### config.mk
export PLATFORM = sky130hd
export DESIGN_NAME = fxp_div_unit
export DESIGN_NICKNAME = d
export VERILOG_FILES = /design/src/rtl/fxp_div_pkg.sv /design/src/rtl/fxp_div_step.sv /design/src/rtl/fxp_div_unit.sv
export SDC_FILE = /design/constraint.sdc
export NUM_CORES = 1
export LEC_CHECK = 0
export BUFFER_PORTS_ARGS = -buffer_cell sky130_fd_sc_hd__buf_4
export CORE_MARGIN = 10
export CORE_UTILIZATION = 23
export DETAILED_ROUTE_END_ITERATION = 16
export GPL_TIMING_DRIVEN = 0
export REMOVE_ABC_BUFFERS = 1
export SLEW_MARGIN = 10
export SYNTH_ARGS = -nofsm -noshare
export SYNTH_HDL_FRONTEND = slang
export SYNTH_SLANG_ARGS = --single-unit
### constraint.sdc
create_clock -name i_clk -period 3.5 [get_ports i_clk]
set_clock_uncertainty 0.2 [all_clocks]
set_input_delay 0.35 -clock i_clk [delete_from_list [all_inputs] [get_ports i_clk]]
set_output_delay 0.35 -clock i_clk [all_outputs]
set_load 0.01 [all_outputs]
### src/rtl/fxp_div_pkg.sv
// Shared types and constants for the fixed-point restoring divider.
// Quotient is floor(dividend * 2^FRAC / divisor), saturated on divide-by-zero.
package fxp_div_pkg;
    typedef enum logic [1:0] {IDLE, RUN, FIN} state_t;

    localparam int DW   = 16;
    localparam int VW   = 8;
    localparam int QW   = 24;
    localparam int FRAC = 8;
    localparam int CW   = 5;

    localparam logic [QW-1:0] QSAT = 24'hFFFFFF;

    // Counter value at which the final restoring step executes.
    function automatic logic [CW-1:0] last_step(input bit round);
        return round ? CW'(QW) : CW'(QW - 1);
    endfunction
endpackage

### src/rtl/fxp_div_step.sv
// One radix-2 restoring division step: shift in a numerator bit, then
// conditionally subtract the divisor and emit the quotient bit.
import fxp_div_pkg::*;

module fxp_div_step (
    input  logic [VW:0]   i_rem,
    input  logic          i_bit,
    input  logic [VW-1:0] i_divisor,
    output logic [VW:0]   o_rem_next,
    output logic          o_qbit
);
    logic [VW:0] w_rem_sh;
    logic [VW:0] w_div_ext;

    // The incoming remainder is always below the divisor, so its top bit is zero.
    assign w_rem_sh   = {i_rem[VW-1:0], i_bit};
    assign w_div_ext  = {1'b0, i_divisor};
    assign o_qbit     = (w_rem_sh >= w_div_ext);
    assign o_rem_next = o_qbit ? (w_rem_sh - w_div_ext) : w_rem_sh;
endmodule

### src/rtl/fxp_div_unit.sv
// Multi-cycle fixed-point divider: one quotient bit per cycle, optional
// round-to-nearest using one extra step, Done pulse with held result.
import fxp_div_pkg::*;

module fxp_div_unit #(
    parameter bit ROUND = 1'b0
) (
    input  logic          i_clk,
    input  logic          i_rst_n,
    input  logic          i_start,
    input  logic [DW-1:0] i_dividend,
    input  logic [VW-1:0] i_divisor,
    output logic          o_busy,
    output logic          o_done,
    output logic [QW-1:0] o_quotient,
    output logic          o_div_zero
);
    localparam int QSW = QW + (ROUND ? 1 : 0);
    localparam logic [CW-1:0] LAST = last_step(ROUND);

    state_t              r_state;
    state_t              w_state_next;
    logic [CW-1:0]       r_count;
    logic [DW+FRAC-1:0]  r_num;
    logic [VW-1:0]       r_divisor;
    logic [VW:0]         r_rem;
    logic [QSW-1:0]      r_q;
    logic                r_busy;
    logic                r_done;
    logic [QW-1:0]       r_quotient;
    logic                r_div_zero;

    logic                w_accept;
    logic [VW:0]         w_rem_next;
    logic                w_qbit;
    logic [QW-1:0]       w_result;

    // A Start coinciding with Done is refused so the requester sees a clean handshake.
    assign w_accept = (r_state == IDLE) && i_start && !r_done;

    fxp_div_step u_step (
        .i_rem      (r_rem),
        .i_bit      (r_num[DW+FRAC-1]),
        .i_divisor  (r_divisor),
        .o_rem_next (w_rem_next),
        .o_qbit     (w_qbit)
    );

    generate
        if (ROUND) begin : g_round
            assign w_result = r_q[QSW-1:1] + QW'(r_q[0]);
        end else begin : g_trunc
            assign w_result = r_q;
        end
    endgenerate

    always_comb begin
        w_state_next = r_state;
        case (r_state)
            IDLE: if (w_accept) w_state_next = (i_divisor == '0) ? FIN : RUN;
            RUN:  if (r_count == LAST) w_state_next = FIN;
            FIN:  w_state_next = IDLE;
            default: w_state_next = IDLE;
        endcase
    end

    always_ff @(posedge i_clk or negedge i_rst_n) begin
        if (!i_rst_n) begin
            r_state <= IDLE;
            r_count <= '0;
        end else begin
            r_state <= w_state_next;
            if (w_accept)
                r_count <= '0;
            else if (r_state == RUN)
                r_count <= r_count + 1'b1;
        end
    end

    always_ff @(posedge i_clk or negedge i_rst_n) begin
        if (!i_rst_n) begin
            r_num      <= '0;
            r_divisor  <= '0;
            r_rem      <= '0;
            r_q        <= '0;
            r_busy     <= 1'b0;
            r_done     <= 1'b0;
            r_quotient <= '0;
            r_div_zero <= 1'b0;
        end else begin
            r_done <= 1'b0;
            if (w_accept) begin
                r_num      <= {i_dividend, {FRAC{1'b0}}};
                r_divisor  <= i_divisor;
                r_rem      <= '0;
                r_q        <= '0;
                r_div_zero <= 1'b0;
                r_busy     <= 1'b1;
            end else if (r_state == RUN) begin
                // Once the numerator is exhausted, zeros shift in for the round step.
                r_rem <= w_rem_next;
                r_q   <= {r_q[QSW-2:0], w_qbit};
                r_num <= r_num << 1;
            end else if (r_state == FIN) begin
                r_done <= 1'b1;
                r_busy <= 1'b0;
                if (r_divisor == '0) begin
                    r_quotient <= QSAT;
                    r_div_zero <= 1'b1;
                end else begin
                    r_quotient <= w_result;
                end
            end
        end
    end

    assign o_busy     = r_busy;
    assign o_done     = r_done;
    assign o_quotient = r_quotient;
    assign o_div_zero = r_div_zero;
endmodule

==> impl_metrics.toml, run 1 <==
[placed_design]
placed_cell_area_mm2 = 0.00478
dp_slack_ns = 0.148
hpwl_um = 6870
port_buffers = 53
routabilityCongestion = 0.829

[power_and_ir_drop]
switching_share_pct = 40.0
power_mw = 4.98
seq_power_share_pct = 36.6
p_sw_mw = 1.99
p_leak_nw = 2.31
clkPwrFrac_pct = 18.7
power.density_mw_per_mm2 = 977
p_int_mw = 2.99
peakVddDrop_v = 0.000270
combPwrFrac_pct = 44.6

[cells_and_area]
fin_area_mm2 = 0.00510
syn_to_final_growth_pct = 23.3
drive_gt1_share_pct = 16.6
final_core_util_pct = 29.2
fin_nets = 537
antennaDiodeCount = 0

[worst_setup_path]
start_kind = "flop"
reg2reg_depth = 4
rr_startpoint = "r_state[0]"
reg2reg_slack_ns = 0.59
crit_type = "reg -> reg"
cp_data_arrival_time_ns = 2.96
r2r_end = "o_div_zero"
worstPathMaxFanout = 26
startpoint = "r_state[0]"
end_kind = "flop"
crit_end = "o_div_zero"
required_ns = 3.55

[die]
die_w_um = 154
die_h_um = 154
num_rows = 48
io_pins = 54
die_area_mm2 = 0.0237
coreArea_mm2 = 0.0175
initial_utilization_pct = 23.7

[outcome]
status = "finished clean"

[logic_synthesis]
synth_ff_type = "dfrtp_1"
synth_edf_count = 0
postSynthAreaPerCell_um2 = 9.07
synth.distinct_cells = 48
ys_ff_latch = 90
netlist_area_mm2 = 0.00414
postSynth.asyncResetShare_pct = 100
netlist_instances = 456
ys_warn_count = 0
yosysSeqAreaShare_pct = 54.5

[clock_network]
clkSinkCount = 90
clk_latency_ns = 0.34
clk_pin_slew_ns = 0.07
htreeDepth = 3
cts_root_buf = "clkbuf_16"
clockBufferDepth = 2
cts_tree = "yes"
cts_buffers = 9
post_cts_buffers = 0

[sta]
final.setup.tns_ns = 0
finalWorstSetupSlack_ns = 0.593
setup_viol = 0
fin_crit_ns = 2.91
finalHoldViolations = 0
post-route-period-util_pct = 83.1
worst_pin_slew_ns = 1.07
max_freq_mhz = 344
slew_viol_final = 0
slew_headroom_pct = 28.9
rsz0062_at_grt = "no"

[global_route]
grt-ovfl-total = 0
grtUsageTotal_pct = 8.74
first_global_vias = 3368
grt_max_degree = 91
grt_pass1_wl_um = 17400
antenna_found_initial = 0

[drt]
initialDrtViolationCount = 236
wl_per_cell_um = 14.1
drc_errors = 0
wirelength_um = 10300
drt-pass1-iter-count = 4
num_vias = 3297
via_per_inst = 4.52
ant_nets = 0

[flow_run]
drv_cap = 0

[hold_path]
min_path_type = "in -> reg"
==> registers in the layout, summed over array words and instances, names as in the netlist <==
register    flops
o_busy          1
o_div_zero      1
o_done          1
o_quotient     24
r_count         5
r_divisor       8
r_num          16
r_q            24
r_rem           8
r_state         2
==> cell families after synthesis <==
family | Yosys count | share of synthesized area, %
compound gates | 113 | 16.7
xor+xnor | 6 | 1.27
fa+ha+maj | 10 | 3.21
buf+inv | 39 | 3.93
flops | 90 | 54.5
mux | 3 | 0.756
simple gates | 195 | 19.7
==> cell usage after synthesis (5+ instances only) <==
| cell | instances | share of area [%] |
|---|---|---|
| a21oi_1 | 8 | 0.97 |
| nand4_1 | 5 | 0.76 |
| nor2_1 | 63 | 5.7 |
| o21ai_0 | 64 | 7.7 |
| clkbuf_1 | 21 | 1.9 |
| inv_1 | 13 | 1.2 |
| a22oi_1 | 16 | 2.9 |
| dfrtp_1 | 90 | 54 |
| nand2b_1 | 5 | 0.76 |
| nand2_1 | 102 | 9.3 |
| ha_1 | 9 | 2.7 |
==> worst min-delay path by stage <==
stage / start / end / slack [ns] / cells past startpoint
CTS: i_divisor[3] / r_divisor[3] / 0.01 / 3
global placement: r_num[21] / r_num[21] / 0.26 / 2
finish: i_divisor[3] / r_divisor[3] / 0.02 / 3
floorplan: i_rst_n / o_busy / -0.15 / 0
detailed placement: r_num[11] / r_num[11] / 0.26 / 2
global route: i_dividend[14] / r_num[22] / 0.01 / 3
==> area by class of cell <==
cell class	instances	area [um2]
Fill cell	1851	12400
Sequential cell	90	2250
Multi-Input combinational cell	327	1740
Timing Repair Buffer	58	484
Tap cell	225	282
Clock buffer	10	239
Inverter	14	52.6
Clock inverter	6	48.8
==> through the flow <==
stage	instances	hold slack, ns
6_report	730	0.0238
5_1_grt	730	0.0139
4_1_cts	729	0.0110
3_5_place_dp	712	0.263
3_3_place_gp	709	0.259
2_1_floorplan	431	-0.146
==> per-layer routing <==
layer | track usage (%) | up-vias | share of wire (%)
li1 | - | 1636 | -
met1 | 11.0 | 1579 | 46
met2 | 13.9 | 71 | 47
met3 | 3.07 | 11 | 5.5
met4 | 2.25 | 0 | 1.0
met5 | 0 | - | 0
==> power groups by stage <==
stage,clock [mW],sequential [mW],combinational [mW]
final,0.933,1.83,2.22
after global routing,1.02,1.89,2.54
after CTS,0.969,1.82,2.24
after detailed placement,0,1.84,2.24
after global placement,0,1.83,2.16
after floorplan,0,1.82,1.48
==> timing repair <==
action | CTS | global route
hold buffers | 1 | 1
endpoints found under the setup margin | 0 | 25
endpoints found under the hold margin | 1 | 90
resized for setup | 0 | 1
==> worst max-delay path, stage by stage (launching register included) <==
cell and delay (ns):
dfrtp_1 0.45, nand2b_1 0.66, inv_2 0.66, nand3_2 0.56, a21oi_1 0.28
==> placed cells by master (no fill, tap or decap), types with 2 or more instances in the layout <==
cell           netlist  final
o21ai_0             64     64
buf_4                0     52
nand2b_1             5      4
ha_1                 9      9
nor3_1               2      2
dlygate4sd3_1        0      2
xor2_1               4      4
or3_1                3      3
mux2i_1              2      2
a21oi_1              8      8
a22oi_1             16     16
nor2b_1              3      2
dfrtp_1             90     90
inv_1               13     13
nand2_1            102    102
clkbuf_16            0      9
nand4_1              5      5
nor2_1              63     63
o211ai_1             4      4
clkinvlp_4           0      2
nor4_1               4      4
and2b_2              2      2
a21o_1               4      4
xnor2_1              2      2
o221ai_1             2      2
(Power assumes the default switching activity.)
==> run 2: changes to the inputs <==
- clock period: 3.5 -> 2.6 ns (I/O delays scaled with it)
==> impl_metrics.toml, run 2 (synthesized netlist as in run 1, its figures left out) <==
[outcome]
status = "finished clean"

[cells_and_area]
fillers = 1826
regArea_mm2 = 0.00225
multiInputGateArea_mm2 = 0.00177
fin_nets = 561
syn_to_final_growth_pct = 29.6
final_cell_mix = "nand2_1 (102), dfrtp_1 (90), o21ai_0 (64)"
drive_gt1_share_pct = 16.3
fin_area_mm2 = 0.00536
final_common_cell = "nand2_1"
antennaDiodeCount = 0

[sta]
slew_headroom_pct = 41.1
fin_crit_ns = 2.40
post-route-period-util_pct = 92.4
rsz0062_at_grt = "no"
whs_ns = 0.280
worst_pin_slew_ns = 0.879
slew_viol_final = 0
final.setup.tns_ns = 0
max_freq_mhz = 416
setup_viol = 0
finalHoldViolations = 0

[worst_setup_path]
critPathMaxStageDelay_ns = 0.70
required_ns = 2.60
end_kind = "flop"
cpMostUsedCell = "o21ai_0"
worstPathCellList = "nand2b_1, nor3_4, buf_16, buf_8, o21ai_0, o21ai_0, o32ai_1"
cp_slowest_cell = "nor3_4"
path_delay_family = "simple AND/OR/NAND/NOR gates"
crit_type = "reg -> reg"
cp_num_buf_inv = 2
cp_data_arrival_time_ns = 2.40
worstPathMaxFanout = 25
start_kind = "flop"

[power_and_ir_drop]
clkPwrFrac_pct = 18.6
p_int_mw = 4.05
seq_power_share_pct = 36.4
switching_share_pct = 40.2
p_sw_mw = 2.72
power.density_mw_per_mm2 = 1260
peakVddDrop_v = 0.000368
p_leak_nw = 2.41
combPwrFrac_pct = 45.0
power_mw = 6.77

[clock_network]
cts_root_buf = "clkbuf_16"
htreeDepth = 3
clockBufferDepth = 2
cts_tree = "yes"
clkSinkCount = 90
clk_latency_ns = 0.34
post_cts_buffers = 0
cts_buffers = 9
clk_pin_slew_ns = 0.07

[placed_design]
hpwl_um = 6870
placed_cell_area_mm2 = 0.00478
routabilityCongestion = 0.829
port_buffers = 53

[die]
coreArea_mm2 = 0.0175
num_rows = 48
die_h_um = 154
die_w_um = 154
io_pins = 54
initial_utilization_pct = 23.7
die_area_mm2 = 0.0237

[drt]
drt-pass1-iter-count = 4
num_vias = 3410
drc_errors = 0
via_per_inst = 4.52
wl_per_cell_um = 14.3
ant_nets = 0
wirelength_um = 10800
initialDrtViolationCount = 221

[global_route]
antenna_found_initial = 0
grt_pass1_wl_um = 17800
grt_max_degree = 91
grtUsageTotal_pct = 8.90
grt-ovfl-total = 0
first_global_vias = 3499

[hold_path]
min_path_type = "reg -> reg"

[flow_run]
drv_cap = 0
## run 2: final timing paths
kind	to	slack (ns)	start	depth (start not counted)
worst min register to register	r_num[22]	0.28	r_num[22]	2
worst min-delay path	r_num[22]	0.28	r_num[22]	2
max in group asynchronous	r_q[3]	1.25	i_rst_n	2
worst max-delay path	r_rem[0]	0.20	o_done	7
min in group asynchronous	o_done	0.37	i_rst_n	2
worst max register to register	r_rem[0]	0.20	o_done	7
## run 2: area by class of cell
| cell class | instances | area share (%) |
|---|---|---|
| Clock buffer | 10 | 4.46 |
| Clock inverter | 6 | 0.911 |
| Inverter | 14 | 1.03 |
| Multi-Input combinational cell | 328 | 33.0 |
| Sequential cell | 90 | 42.0 |
| Tap cell | 225 | 5.25 |
| Timing Repair Buffer | 81 | 13.3 |
## run 2: power groups by stage
stage / Clock, mW / Sequential (mW) / Combinational, mW
after floorplan: 0 / 2.44 / 1.99
final: 1.26 / 2.47 / 3.05
after CTS: 1.30 / 2.46 / 3.05
after global placement: 0 / 2.46 / 2.90
after detailed placement: 0 / 2.47 / 3.01
after global routing: 1.37 / 2.55 / 3.47
## run 2: metrics by stage
step | worst slack, ns | cells | util (%)
final | 0.197 | 754 | 30.7
after global routing | 0.0162 | 754 | 30.7
after CTS | 0.0736 | 752 | 30.4
after detailed placement | -0.752 | 712 | 27.4
after global placement | -2.57 | 709 | 26.9
after floorplan | -0.763 | 431 | -
## run 2: metal layers
metal	up-vias	track usage, %	part of all wire, %
met5	-	0	0
met4	0	2.25	0.96
met3	11	2.98	5.8
met2	79	14.4	48
met1	1641	11.1	46
li1	1679	-	-
## run 2: what timing repair did
item | 4_1_cts | 5_1_grt
gates cloned | 0 | 1
hold buffers | 24 | 1
endpoints found under the setup margin | 25 | 15
pin swaps | 0 | 1
hold endpoints to repair | 24 | 90
gates resized for setup | 3 | 2
## run 2: tightest hold or removal path: cells and delay by family (launching register included)
family	cells	cell delay [ns]
flip-flops	1	0.34
AND/OR/NAND/NOR	2	0.11
